==> src/rtl/mau_pkg.sv <==
// Shared types and constants for the memory access unit.
// MAU_MISALIGN_CHECK_EN selects alignment error reporting in the top level.
package mau_pkg;

    typedef enum logic [1:0] {
        SZ_BYTE = 2'd0,
        SZ_HALF = 2'd1,
        SZ_WORD = 2'd2
    } size_e;

    typedef enum logic [1:0] {
        IDLE,
        READ,
        WRITE,
        RESP
    } state_e;

    localparam int BYTE_W = 8;
    localparam int HALF_W = 16;

    function automatic logic is_sub_word(input logic [1:0] size);
        return (size == SZ_BYTE) || (size == SZ_HALF);
    endfunction

endpackage

==> src/rtl/mau_lane_align.sv <==
// Byte-lane extraction/extension for loads and lane merge for stores.
// Size code 3 falls through to whole-word handling.
module mau_lane_align
    import mau_pkg::*;
(
    input  logic [31:0] word_i,
    input  logic [1:0]  addr_i,
    input  logic [1:0]  size_i,
    input  logic        unsigned_i,
    input  logic [31:0] wdata_i,
    output logic [31:0] load_o,
    output logic [31:0] store_o
);

    logic [BYTE_W-1:0] byte_d;
    logic [HALF_W-1:0] half_d;

    assign byte_d = word_i[{addr_i, 3'b000} +: BYTE_W];
    assign half_d = word_i[{addr_i[1], 4'b0000} +: HALF_W];

    always_comb begin
        load_o  = word_i;
        store_o = wdata_i;
        unique case (size_i)
            SZ_BYTE: begin
                load_o  = unsigned_i ? {24'd0, byte_d}
                                     : {{24{byte_d[BYTE_W-1]}}, byte_d};
                store_o = word_i;
                store_o[{addr_i, 3'b000} +: BYTE_W] = wdata_i[BYTE_W-1:0];
            end
            SZ_HALF: begin
                load_o  = unsigned_i ? {16'd0, half_d}
                                     : {{16{half_d[HALF_W-1]}}, half_d};
                store_o = word_i;
                store_o[{addr_i[1], 4'b0000} +: HALF_W] = wdata_i[HALF_W-1:0];
            end
            default: begin
                load_o  = word_i;
                store_o = wdata_i;
            end
        endcase
    end

endmodule

==> src/rtl/mem_access_unit.sv <==
// Load/store unit turning sub-word accesses into word RAM reads/writes.
// Define MAU_MISALIGN_CHECK_EN to report misaligned/reserved-size accesses.
module mem_access_unit
    import mau_pkg::*;
#(
    parameter int ADDR_W = 32
) (
    input  logic              clk,
    input  logic              rst_n,
    input  logic              req_valid,
    output logic              req_ready,
    input  logic              req_we,
    input  logic [1:0]        req_size,
    input  logic              req_unsigned,
    input  logic [31:0]       req_addr,
    input  logic [31:0]       req_wdata,
    output logic              resp_valid,
    input  logic              resp_ready,
    output logic [31:0]       resp_rdata,
    output logic              resp_err,
    output logic [ADDR_W-1:0] ram_addr,
    output logic [31:0]       ram_wdata,
    output logic              ram_we,
    input  logic [31:0]       ram_rdata
);

    state_e            state_q;
    logic [1:0]        addr_lo_q;
    logic [1:0]        size_q;
    logic              we_q;
    logic              uns_q;
    logic [31:0]       wdata_q;
    logic              req_ready_q;
    logic              resp_valid_q;
    logic [31:0]       resp_rdata_q;
    logic              resp_err_q;
    logic [ADDR_W-1:0] ram_addr_q;
    logic [31:0]       ram_wdata_q;
    logic              ram_we_q;

    logic              misalign_d;
    logic [ADDR_W-1:0] word_addr_d;
    logic [31:0]       ld_data_d;
    logic [31:0]       wr_word_d;

`ifdef MAU_MISALIGN_CHECK_EN
    assign misalign_d = (req_size == 2'd3)
                     || (req_size == SZ_HALF && req_addr[0])
                     || (req_size == SZ_WORD && req_addr[1:0] != 2'b00);
`else
    assign misalign_d = 1'b0;
`endif

    assign word_addr_d = ADDR_W'({req_addr[31:2], 2'b00});

    mau_lane_align u_align (
        .word_i     (ram_rdata),
        .addr_i     (addr_lo_q),
        .size_i     (size_q),
        .unsigned_i (uns_q),
        .wdata_i    (wdata_q),
        .load_o     (ld_data_d),
        .store_o    (wr_word_d)
    );

    always_ff @(posedge clk) begin
        if (!rst_n) begin
            state_q      <= IDLE;
            addr_lo_q    <= '0;
            size_q       <= '0;
            we_q         <= 1'b0;
            uns_q        <= 1'b0;
            wdata_q      <= '0;
            req_ready_q  <= 1'b1;
            resp_valid_q <= 1'b0;
            resp_rdata_q <= '0;
            resp_err_q   <= 1'b0;
            ram_addr_q   <= '0;
            ram_wdata_q  <= '0;
            ram_we_q     <= 1'b0;
        end else begin
            unique case (state_q)
                IDLE: begin
                    if (req_valid) begin
                        addr_lo_q   <= req_addr[1:0];
                        size_q      <= req_size;
                        we_q        <= req_we;
                        uns_q       <= req_unsigned;
                        wdata_q     <= req_wdata;
                        req_ready_q <= 1'b0;
                        if (misalign_d) begin
                            state_q      <= RESP;
                            resp_valid_q <= 1'b1;
                            resp_err_q   <= 1'b1;
                            resp_rdata_q <= '0;
                        end else if (!req_we || is_sub_word(req_size)) begin
                            state_q    <= READ;
                            ram_addr_q <= word_addr_d;
                        end else begin
                            state_q     <= WRITE;
                            ram_addr_q  <= word_addr_d;
                            ram_wdata_q <= req_wdata;
                            ram_we_q    <= 1'b1;
                        end
                    end
                end
                READ: begin
                    if (we_q) begin
                        state_q     <= WRITE;
                        ram_wdata_q <= wr_word_d;
                        ram_we_q    <= 1'b1;
                    end else begin
                        state_q      <= RESP;
                        ram_addr_q   <= '0;
                        resp_valid_q <= 1'b1;
                        resp_rdata_q <= ld_data_d;
                    end
                end
                WRITE: begin
                    state_q      <= RESP;
                    ram_we_q     <= 1'b0;
                    ram_addr_q   <= '0;
                    ram_wdata_q  <= '0;
                    resp_valid_q <= 1'b1;
                    resp_rdata_q <= '0;
                end
                RESP: begin
                    if (resp_ready) begin
                        state_q      <= IDLE;
                        resp_valid_q <= 1'b0;
                        resp_rdata_q <= '0;
                        resp_err_q   <= 1'b0;
                        req_ready_q  <= 1'b1;
                    end
                end
                default: state_q <= IDLE;
            endcase
        end
    end

    // A store caught by reset must not reach the RAM on that edge.
    assign ram_we     = ram_we_q & rst_n;
    assign req_ready  = req_ready_q;
    assign resp_valid = resp_valid_q;
    assign resp_rdata = resp_rdata_q;
    assign resp_err   = resp_err_q;
    assign ram_addr   = ram_addr_q;
    assign ram_wdata  = ram_wdata_q;

endmodule

==> config.mk <==
export PLATFORM = sky130hd
export DESIGN_NAME = mem_access_unit
export DESIGN_NICKNAME = d
export VERILOG_FILES = /design/src/rtl/mau_pkg.sv /design/src/rtl/mau_lane_align.sv /design/src/rtl/mem_access_unit.sv
export SDC_FILE = /design/constraint.sdc
export NUM_CORES = 1
export LEC_CHECK = 0
export BUFFER_PORTS_ARGS = -buffer_cell sky130_fd_sc_hd__buf_2
export CORE_ASPECT_RATIO = 0.5
export CORE_MARGIN = 2
export CORE_UTILIZATION = 30
export DETAILED_ROUTE_END_ITERATION = 16
export PLACE_DENSITY_LB_ADDON = 0.3
export SYNTH_ARGS = -nofsm -noshare
export SYNTH_HDL_FRONTEND = slang
export SYNTH_HIERARCHICAL = 1
export SYNTH_SLANG_ARGS = --single-unit
==> constraint.sdc <==
create_clock -name clk -period 2.25 [get_ports clk]
set_clock_uncertainty 0.15 [all_clocks]
set_input_delay 0.225 -clock clk [delete_from_list [all_inputs] [get_ports clk]]
set_output_delay 0.225 -clock clk [all_outputs]
set_load 0.05 [all_outputs]
# Word-level counts from Yosys, hierarchy flattened
# Cells that the tools add are included.
# word_totals
input_bits,104
reg_bits,139
# op_classes
reduce_logical,14
shifts,6
n_addsub,2
n_eq_ne,10
n_mux,31
bitwise_logic,2
# op_table
op,n
32-bit 2-to-1 mux,9
32-bit one-hot mux with 3 select lines,3
32-bit one-hot mux with 2 select lines,2
32-bit bitwise mux,2
"16-bit by 7-bit variable shift with 32-bit output, first input constant",1
"8-bit by 7-bit variable shift with 32-bit output, first input constant",1
16-bit by 7-bit variable part select with 32-bit output,1
32-bit by 6-bit variable part select with 16-bit output,1
32-bit by 6-bit variable part select with 8-bit output,1
8-bit by 7-bit variable part select with 32-bit output,1
5-bit negation with 7-bit output,2
"2-bit inequality test, second input constant",5
3-bit AND reduction,3
1-bit 2-to-1 mux,8
2-bit one-hot mux with 4 select lines,1
"2-bit by 1-bit equality test with 1-bit output, second input constant",3
2-bit zero test,3
2-bit 2-to-1 mux,3
1-bit one-hot mux with 3 select lines,2
"2-bit equality test, second input constant",2
2-bit AND reduction,2
4-bit AND reduction,1
3-bit nonzero test,1
1-bit logical OR,2
other kinds (5),5

# Depth between registers and ports, before layout
# Gate-level depths: netlist of the first run.
# depth
depth_word,6
ltp_mapped,11
mapped_depth_nobuf,8

# By module
# The synthesis of the first run kept the hierarchy.
# modules_own_cells
mod,instances,cells_per_inst,area_per_inst_um2
mem_access_unit,1,728,6160.9
mau_lane_align,1,252,1666.6

# Worst setup path before layout of the first run
# No wires, ideal clock.
# synth_timing
path_type,reg2reg
startpoint,reg addr_lo_q[1]
endpoint,reg ram_wdata_q[24] (netlist: ram_wdata[24])
setup_time_ns,0.091
path_slack_ns,-0.233
path_stages_with_launch,11
required_time_ns,2.009
arrival_ns,2.242
path_cell_list,dfxtp_1 -> buf_6 -> buf_4 -> inv_1 -> ha_1 -> nor4b_1 -> and3_1 -> clkbuf_1 -> a221o_1 -> nand3_1 -> a311oi_1
# synth_via
elab_chain_cells,6
elab_cells_between_ends,11
# synth_rtl
element,line_no,rtl
"start, declared",mem_access_unit.sv:28,logic [1:0] addr_lo_q;
"start signal, assigned",mem_access_unit.sv:85,addr_lo_q <= req_addr[1:0];
5-bit negation with 7-bit output (on tied branches),"mau_lane_align.sv:35, mau_lane_align.sv:29",
16-bit by 7-bit variable part select with 32-bit output (tied with other cells),mau_lane_align.sv:35,"store_o[{addr_i[1], 4'b0000} +: HALF_W] = wdata_i[HALF_W-1:0];"
32-bit bitwise mux (on tied branches),"mau_lane_align.sv:35, mau_lane_align.sv:29",
32-bit one-hot mux with 2 select lines *,mau_lane_align.sv:24,unique case (size_i)
net wr_word_d[24],mem_access_unit.sv:44,logic [31:0] wr_word_d;
32-bit 2-to-1 mux *,mem_access_unit.sv:108,if (we_q) begin
32-bit one-hot mux with 3 select lines *,mem_access_unit.sv:82,unique case (state_q)
"end signal, assigned",mem_access_unit.sv:102,ram_wdata_q <= req_wdata;
"end signal, assigned",mem_access_unit.sv:110,ram_wdata_q <= wr_word_d;
"end, declared",mem_access_unit.sv:38,logic [31:0] ram_wdata_q;
# The timed path passes the listed nets; every way through them passes the cells marked *. The select of a mux whose other input is x is not followed.
# A chain may end at the register's enable or synchronous reset.

# Worst setup path after layout of the first run
# layout_timing
startpoint,reg addr_lo_q[1]
endpoint,reg ram_wdata_q[16] (netlist: ram_wdata[16])
# Same word-level chain as after synthesis.

==> results of run 1 <==
## metal layers
layer	track usage, %	up-vias	wire length, µm
li1	-	4093	-
met1	28.79	4270	13570
met2	34.38	358	14540
met3	5.864	77	2338
met4	10.42	2	1150
met5	0	-	13
## cells by family after synthesis
logic type | count (synthesis) | share of synthesized area (%)
adders and majority gates | 9 | 1.439
and+or+nand+nor | 336 | 22.60
DFF | 137 | 35.04
other | 1 | 0.04791
muxes | 21 | 2.829
AOI/OAI and AO/OA | 347 | 30.07
buffers and inverters | 129 | 7.976
## power groups by stage
stage	Combinational (mW)	Sequential [mW]	Clock (mW)
floorplan	4.33	6.03	0
global placement	8.84	3.78	0
detailed placement	8.93	3.81	0
CTS	9.07	3.77	2.81
global route	9.81	3.86	2.92
finish	9.23	3.77	2.74
## layout make-up
cell class | instances | area share [%]
Tap cell | 344 | 4.080
Multi-Input combinational cell | 716 | 43.35
Antenna cell | 2 | 0.04744
Clock inverter | 5 | 0.5930
Inverter | 13 | 0.4863
Timing Repair Buffer | 317 | 20.64
Clock buffer | 25 | 4.792
Sequential cell | 137 | 26.01
## cells in the mapped netlist (2+ instances only)
cell type	instances	share of area (%)
a221oi_1	7	0.78
inv_1	11	0.53
clkbuf_1	70	3.4
buf_1	9	0.43
a31oi_1	2	0.16
mux2_2	9	1.3
nor2_1	11	0.53
ha_1	9	1.4
nand4b_1	32	3.6
buf_2	18	1.2
a222oi_1	8	1.0
nor2b_1	4	0.32
and4_1	3	0.34
nand2_1	166	8.0
nor2b_4	2	0.35
a211o_1	4	0.45
inv_2	2	0.096
nor2_2	2	0.16
o31ai_1	30	2.9
a22o_1	12	1.3
a41oi_1	32	3.6
nand3_1	34	2.2
a2bb2oi_1	8	0.90
dfxtp_1	137	35
and2_1	2	0.16
a32oi_1	2	0.22
or4_1	30	2.9
o21ai_0	52	3.3
a311oi_1	32	3.6
buf_6	13	1.9
a21oi_2	11	1.2
and3_1	2	0.16
or2_2	2	0.16
a21oi_1	126	8.1
buf_4	5	0.48
a221o_1	10	1.3
nand2b_1	39	3.1
mux2i_1	12	1.5
## worst max-delay path by stage
stage                 startpoint              to  slack (ps)  cells after the start
floorplan           addr_lo_q[1]    ram_wdata[9]          10                     11
global placement    addr_lo_q[1]   ram_wdata[20]          30                      8
detailed placement  addr_lo_q[1]  resp_rdata[20]         -40                      7
CTS                 addr_lo_q[1]   ram_wdata[19]          10                      8
global route        addr_lo_q[1]   ram_wdata[15]         -20                      9
finish              addr_lo_q[1]   ram_wdata[16]          70                      8
## per-stage QoR
stage	instances	setup slack, ps
after floorplan	982	12.70
after global placement	1458	28.28
after detailed placement	1458	-38.67
after CTS	1557	9.615
after global routing	1559	-21.28
final	1559	70.25
## what timing repair did
action	in CTS	in global routing
pin swaps	0	4
hold endpoints to repair	104	0
endpoints found under the setup margin	10	23
resized for setup	2	16
hold buffers	69	0
## critical path: cells and delay by family, from the launching register on
kind / cells / cell delay (ps)
DFF: 1 / 360
and+or+nand+nor: 4 / 760
buffers and inverters: 1 / 80
adders and majority gates: 1 / 290
AOI/OAI and AO/OA: 2 / 460
## flip-flops by register name, indices dropped and copies added, names as in the netlist
name,count
addr_lo_q,2
ram_addr,30
ram_wdata,32
ram_we_q,1
req_ready,1
resp_rdata,32
resp_valid,1
size_q,2
state_q,2
uns_q,1
wdata_q,32
we_q,1
==> reports/qor.csv, run 1 <==
metric,value,unit
status,completed,
"commonest non-fill, non-tap cell in the layout",buf_2,
Hold/Removal Path Class,primary input to flip-flop,
Detailed Route WL,31.62,mm
RSZ-0062 raised after global routing,true,
Max IR drop VDD,606.7,µV
Root Driver,clkbuf_16,
initial DRC count,1061,
area delta synth->final,34.77,%
first-pass GRT wire length,47.76,mm
routed vias,8800,
Tmin final,2180,ps
row count,41,
largest net degree at the start of global routing,64,
clk slew on worst S/H paths,60,ps
register area share after synthesis,35.04,%
Min Hold Slack,23.94,ps
vias in the first global route,8141,
CTS tree,done,
Int Pwr,7.817,mW
hold endpoint,req_ready,
num ports,204,
"Power, Total",15.74,mW
NumNets Final,1315,
Sequential Power Share,24.0,%
Die ar.,27480,µm²
core region area,25390,µm²
CP Cell Sequence,inv_2 > ha_4 > nor3b_4 > and4_4 > nand2_1 > a2bb2oi_1 > nand3_1 > a311oi_1,
Clock power frac,17.4,%
final setup TNS,0,ps
FF-to-FF path depth,8,
gr usage total,22.25,%
crit-path max FO,7,
Worst Tran Pin Value,680.0,ps
most frequent cells in the layout,"200 x buf_2, 166 x nand2_1, 136 x dfxtp_1",
FF-to-FF End,ram_wdata[16],
ys async rst share,0,%
FF-to-FF setup slack,70,ps
Area after DPL,9208,µm²
cell count after synthesis,980,
CTS H-tree lvls,4,
switching share of power,50.34,%
Slew headroom,54.09,%
Final Cell Area,10550,µm²
Worst Hold Depth,3,
Cell variety after synth,58,
Final ANT Viol Nets,0,
DRC violation count after routing,0,
Max stage delay on crit path,360,ps
post-DP HPWL,21.19,mm
Mapped Area,7828,µm²
RePlAce Congestion,0.9487,
Sequential cell area,2744,µm²
Routed WL per cell,20.28,µm
Synth Warn #,6,
reg2reg start,addr_lo_q[1],
1st-pass router iterations,6,
Combinational Power Share,58.6,%
P_sw,7.924,mW
Synth Area per Inst,7.987,µm²
Fmax,458.8,MHz
GRT Residual Overflow,0,
Die Y,118.2,µm
Initial Util,30.83,%
Finished Core Util,41.54,%
chip width,232.4,µm
Required @ worst endpoint,2440,ps
Worst-Skew Late Latency,430,ps
"Hold Vio Cnt, Final",0,
Tcrit/Tclk final,96.88,%
MaxCap Viol Count,0,
Synth Register Bits,137,
Clock Sinks,137,
fraction of layout cells with a size suffix above 1,27.04,%
predominant post-synthesis flop cell,dfxtp_1,
worst path arrival time,2370,ps
filler instances,2518,
Crit Path Class,flip-flop to flip-flop,
IO buf count,200,
CTS Buffer Depth,2,
"EDFF count, synth",0,
vias per cell,5.645,
area of the multi-input gates,4573,µm²
CTS Buf Count,17,
post-CTS setup buffer count,0,
startpoint type of the worst setup path,flip-flop,
initial antenna violation count,3,
hold path startpoint,resp_ready,
Setup Viol. Count Final,0,
cell area power density,1492,nW/µm²
Final Slew Violations,0,
Setup crit end kind,flip-flop,
leakage,4.310,nW
CP max stage cell,dfxtp_2,
(Power assumes the default switching activity.)
==> run 2, diff against run 1 <==
--- a/config.mk
+++ b/config.mk
@@ -5,6 +5,7 @@
 export SDC_FILE = /design/constraint.sdc
 export NUM_CORES = 1
 export LEC_CHECK = 0
+export ABC_AREA = 1
 export BUFFER_PORTS_ARGS = -buffer_cell sky130_fd_sc_hd__buf_2
 export CORE_ASPECT_RATIO = 0.5
 export CORE_MARGIN = 2
==> reports/qor.csv, run 2 <==
metric,value,unit,change
DP Worst Slack,222.1,ps,+260.7 ps
hold endpoint,state_q[1],,
Sequential cell area,2744,µm²,unchanged
DRC violation count after routing,0,,unchanged
FF-to-FF End,ram_wdata[16],,
Yosys top cell by area,dfxtp_1,,
core region area,25500,µm²,+0.40%
NumNets Final,1682,,+28%
Worst-Skew Late Latency,440,ps,about the same
Yosys top cell area share,34.84,%,-0.19 points
hold path startpoint,resp_ready,,
Tmin final,2080,ps,-99.62 ps
routed vias,8780,,-0.23%
Initial Util,30.87,%,+0.048 points
area of the multi-input gates,4345,µm²,-5.0%
cell area power density,1624,nW/µm²,+8.8%
CP startpoint,addr_lo_q[1],,
Final Slew Violations,0,,unchanged
CTS Buf Count,17,,unchanged
status,completed,,
CTS H-tree lvls,4,,unchanged
vias per cell,4.554,,-19%
Tcrit/Tclk final,92.45,%,-4.4 points
vias in the first global route,8097,,-0.54%
Die Y,118.5,µm,+0.27%
Slew headroom,55.74,%,+1.6 points
first-pass GRT wire length,43.47,mm,-9.0%
gr usage total,20.21,%,-2.0 points
crit-path max FO,8,,+1
"Power, Total",17.08,mW,+8.5%
startpoint type of the worst setup path,flip-flop,,
area delta synth->final,33.65,%,
Setup Viol. Count Final,0,,unchanged
initial DRC count,641,,-40%
Detailed Route WL,27.91,mm,-12%
Worst Tran Pin Value,662.9,ps,-17.07 ps
"Hold Vio Cnt, Final",0,,unchanged
Finished Core Util,41.26,%,-0.28 points
Die ar.,27630,µm²,+0.54%
final setup TNS,0,ps,unchanged
fin cells,1928,,+24%
leakage,5.472,nW,+27%
Fmax,480.7,MHz,+4.8%
final worst slack,169.9,ps,+99.62 ps
FF-to-FF setup slack,170,ps,+100 ps
Setup crit end kind,flip-flop,,
Synth Register Bits,137,,unchanged
"EDFF count, synth",0,,unchanged
row count,41,,unchanged
FF-to-FF path depth,14,,+6
post-CTS setup buffer count,0,,unchanged
Routed WL per cell,14.48,µm,-29%
CTS Buffer Depth,2,,unchanged
Synth Warn #,6,,unchanged
cell count after synthesis,1326,,+35%
Synth Area per Inst,5.936,µm²,-26%
predominant post-synthesis flop cell,dfxtp_1,,
chip width,233.1,µm,+0.28%
Mapped Area,7871,µm²,+0.56%
Final Cell Area,10520,µm²,-0.27%
Area after DPL,9201,µm²,about the same
clk slew on worst S/H paths,60,ps,about the same
MaxCap Viol Count,0,,unchanged
post-DP HPWL,20.41,mm,-3.7%
Min Hold Slack,52.68,ps,+28.74 ps
Cell variety after synth,29,,-50%
Required @ worst endpoint,2480,ps,+40 ps
Worst Hold Depth,6,,+3
IO buf count,200,,unchanged
1st-pass router iterations,5,,-1
Hold/Removal Path Class,primary input to flip-flop,,
Crit Path Class,flip-flop to flip-flop,,
Root Driver,clkbuf_16,,
filler instances,2743,,+8.9%
top cells by instance count after synthesis,"482 x nand2_1, 260 x nor2_1, 137 x dfxtp_1, 105 x nand3_1, 94 x o21ai_0",,
GRT Residual Overflow,0,,unchanged
Final ANT Viol Nets,0,,unchanged
most frequent cells in the layout,"480 x nand2_1, 260 x nor2_1, 200 x buf_2",,
Max IR drop VDD,850.6,µV,+40%
reg2reg start,addr_lo_q[1],,
largest net degree at the start of global routing,67,,+4.7%
"commonest non-fill, non-tap cell in the layout",nand2_1,,
initial antenna violation count,2,,-1
register area share after synthesis,34.84,%,-0.19 points
CTS tree,done,,
num ports,204,,unchanged
Clock Sinks,137,,unchanged
RePlAce Congestion,0.9119,,-3.9%
largest cells by area after synthesis,"dfxtp_1 35%, nand2_1 23%, nor2_1 12%",,
most common cell in the netlist,nand2_1,,
ys async rst share,0,%,unchanged
fraction of layout cells with a size suffix above 1,18.90,%,-8.1 points
worst path arrival time,2310,ps,-60 ps
placed cell count,1826,,+25%
run 2: cell type report:
cell class | instances | share of cell area (%)
multi-input cells | 1019 | 41.31
flip-flops and latches | 137 | 26.08
repair buffers | 306 | 19.45
clock buffers | 19 | 4.305
well taps | 344 | 4.091
inverters | 88 | 3.140
clock inverters | 13 | 1.582
diodes | 2 | 0.04757
run 2: routing by layer:
layer / GRT usage (%) / wire, µm / part of all wire (%) / up-vias
li1: - / - / - / 4595
met1: 27.24 / 12980 / 47 / 3908
met5: 0 / 0 / 0 / -
met2: 30.93 / 12340 / 44 / 237
met4: 6.250 / 508 / 1.8 / 0
met3: 5.840 / 2073 / 7.4 / 40
run 2: logic make-up after synthesis:
kind of cell	share of synthesized area, %
and+or+nand+nor	43.94
buffers and inverters	10.36
AOI/OAI and AO/OA	9.378
DFF	34.84
adders and majority gates	1.431
other	0.04764
run 2: power by group:
group	leakage (nW)	internal (mW)	switching, mW
Combinational	4.04	2.96	7.28
Clock	0.296	1.81	1.15
Sequential	1.13	3.35	0.540
Total	5.47	8.12	8.96
run 2: worst max-delay path, cell delays in order, from the launching register on:
cell and delay [ps]:
dfxtp_1 340, inv_2 60, ha_1 280, inv_1 50, nor2_1 180, nand2_2 140
o21ai_0 180, nand2_1 70, nand2_1 70, nand3_1 170, nand2_1 110, inv_1 40
nand2_1 50, nand2_1 60, nor2_1 80
run 2: timing repair:
action	4_1_cts	5_1_grt
hold endpoints to repair	68	0
endpoints found under the setup margin	0	7
hold buffers	68	0
gates resized for setup	0	6
run 2: worst max-delay path by stage:
stage	end	slack, ps	cells after the start
after floorplan	ram_wdata[14]	110	16
after global placement	ram_wdata[25]	220	15
after detailed placement	ram_wdata[16]	220	14
after CTS	ram_wdata[18]	200	13
after global routing	ram_wdata[23]	-6	14
final	ram_wdata[16]	170	14
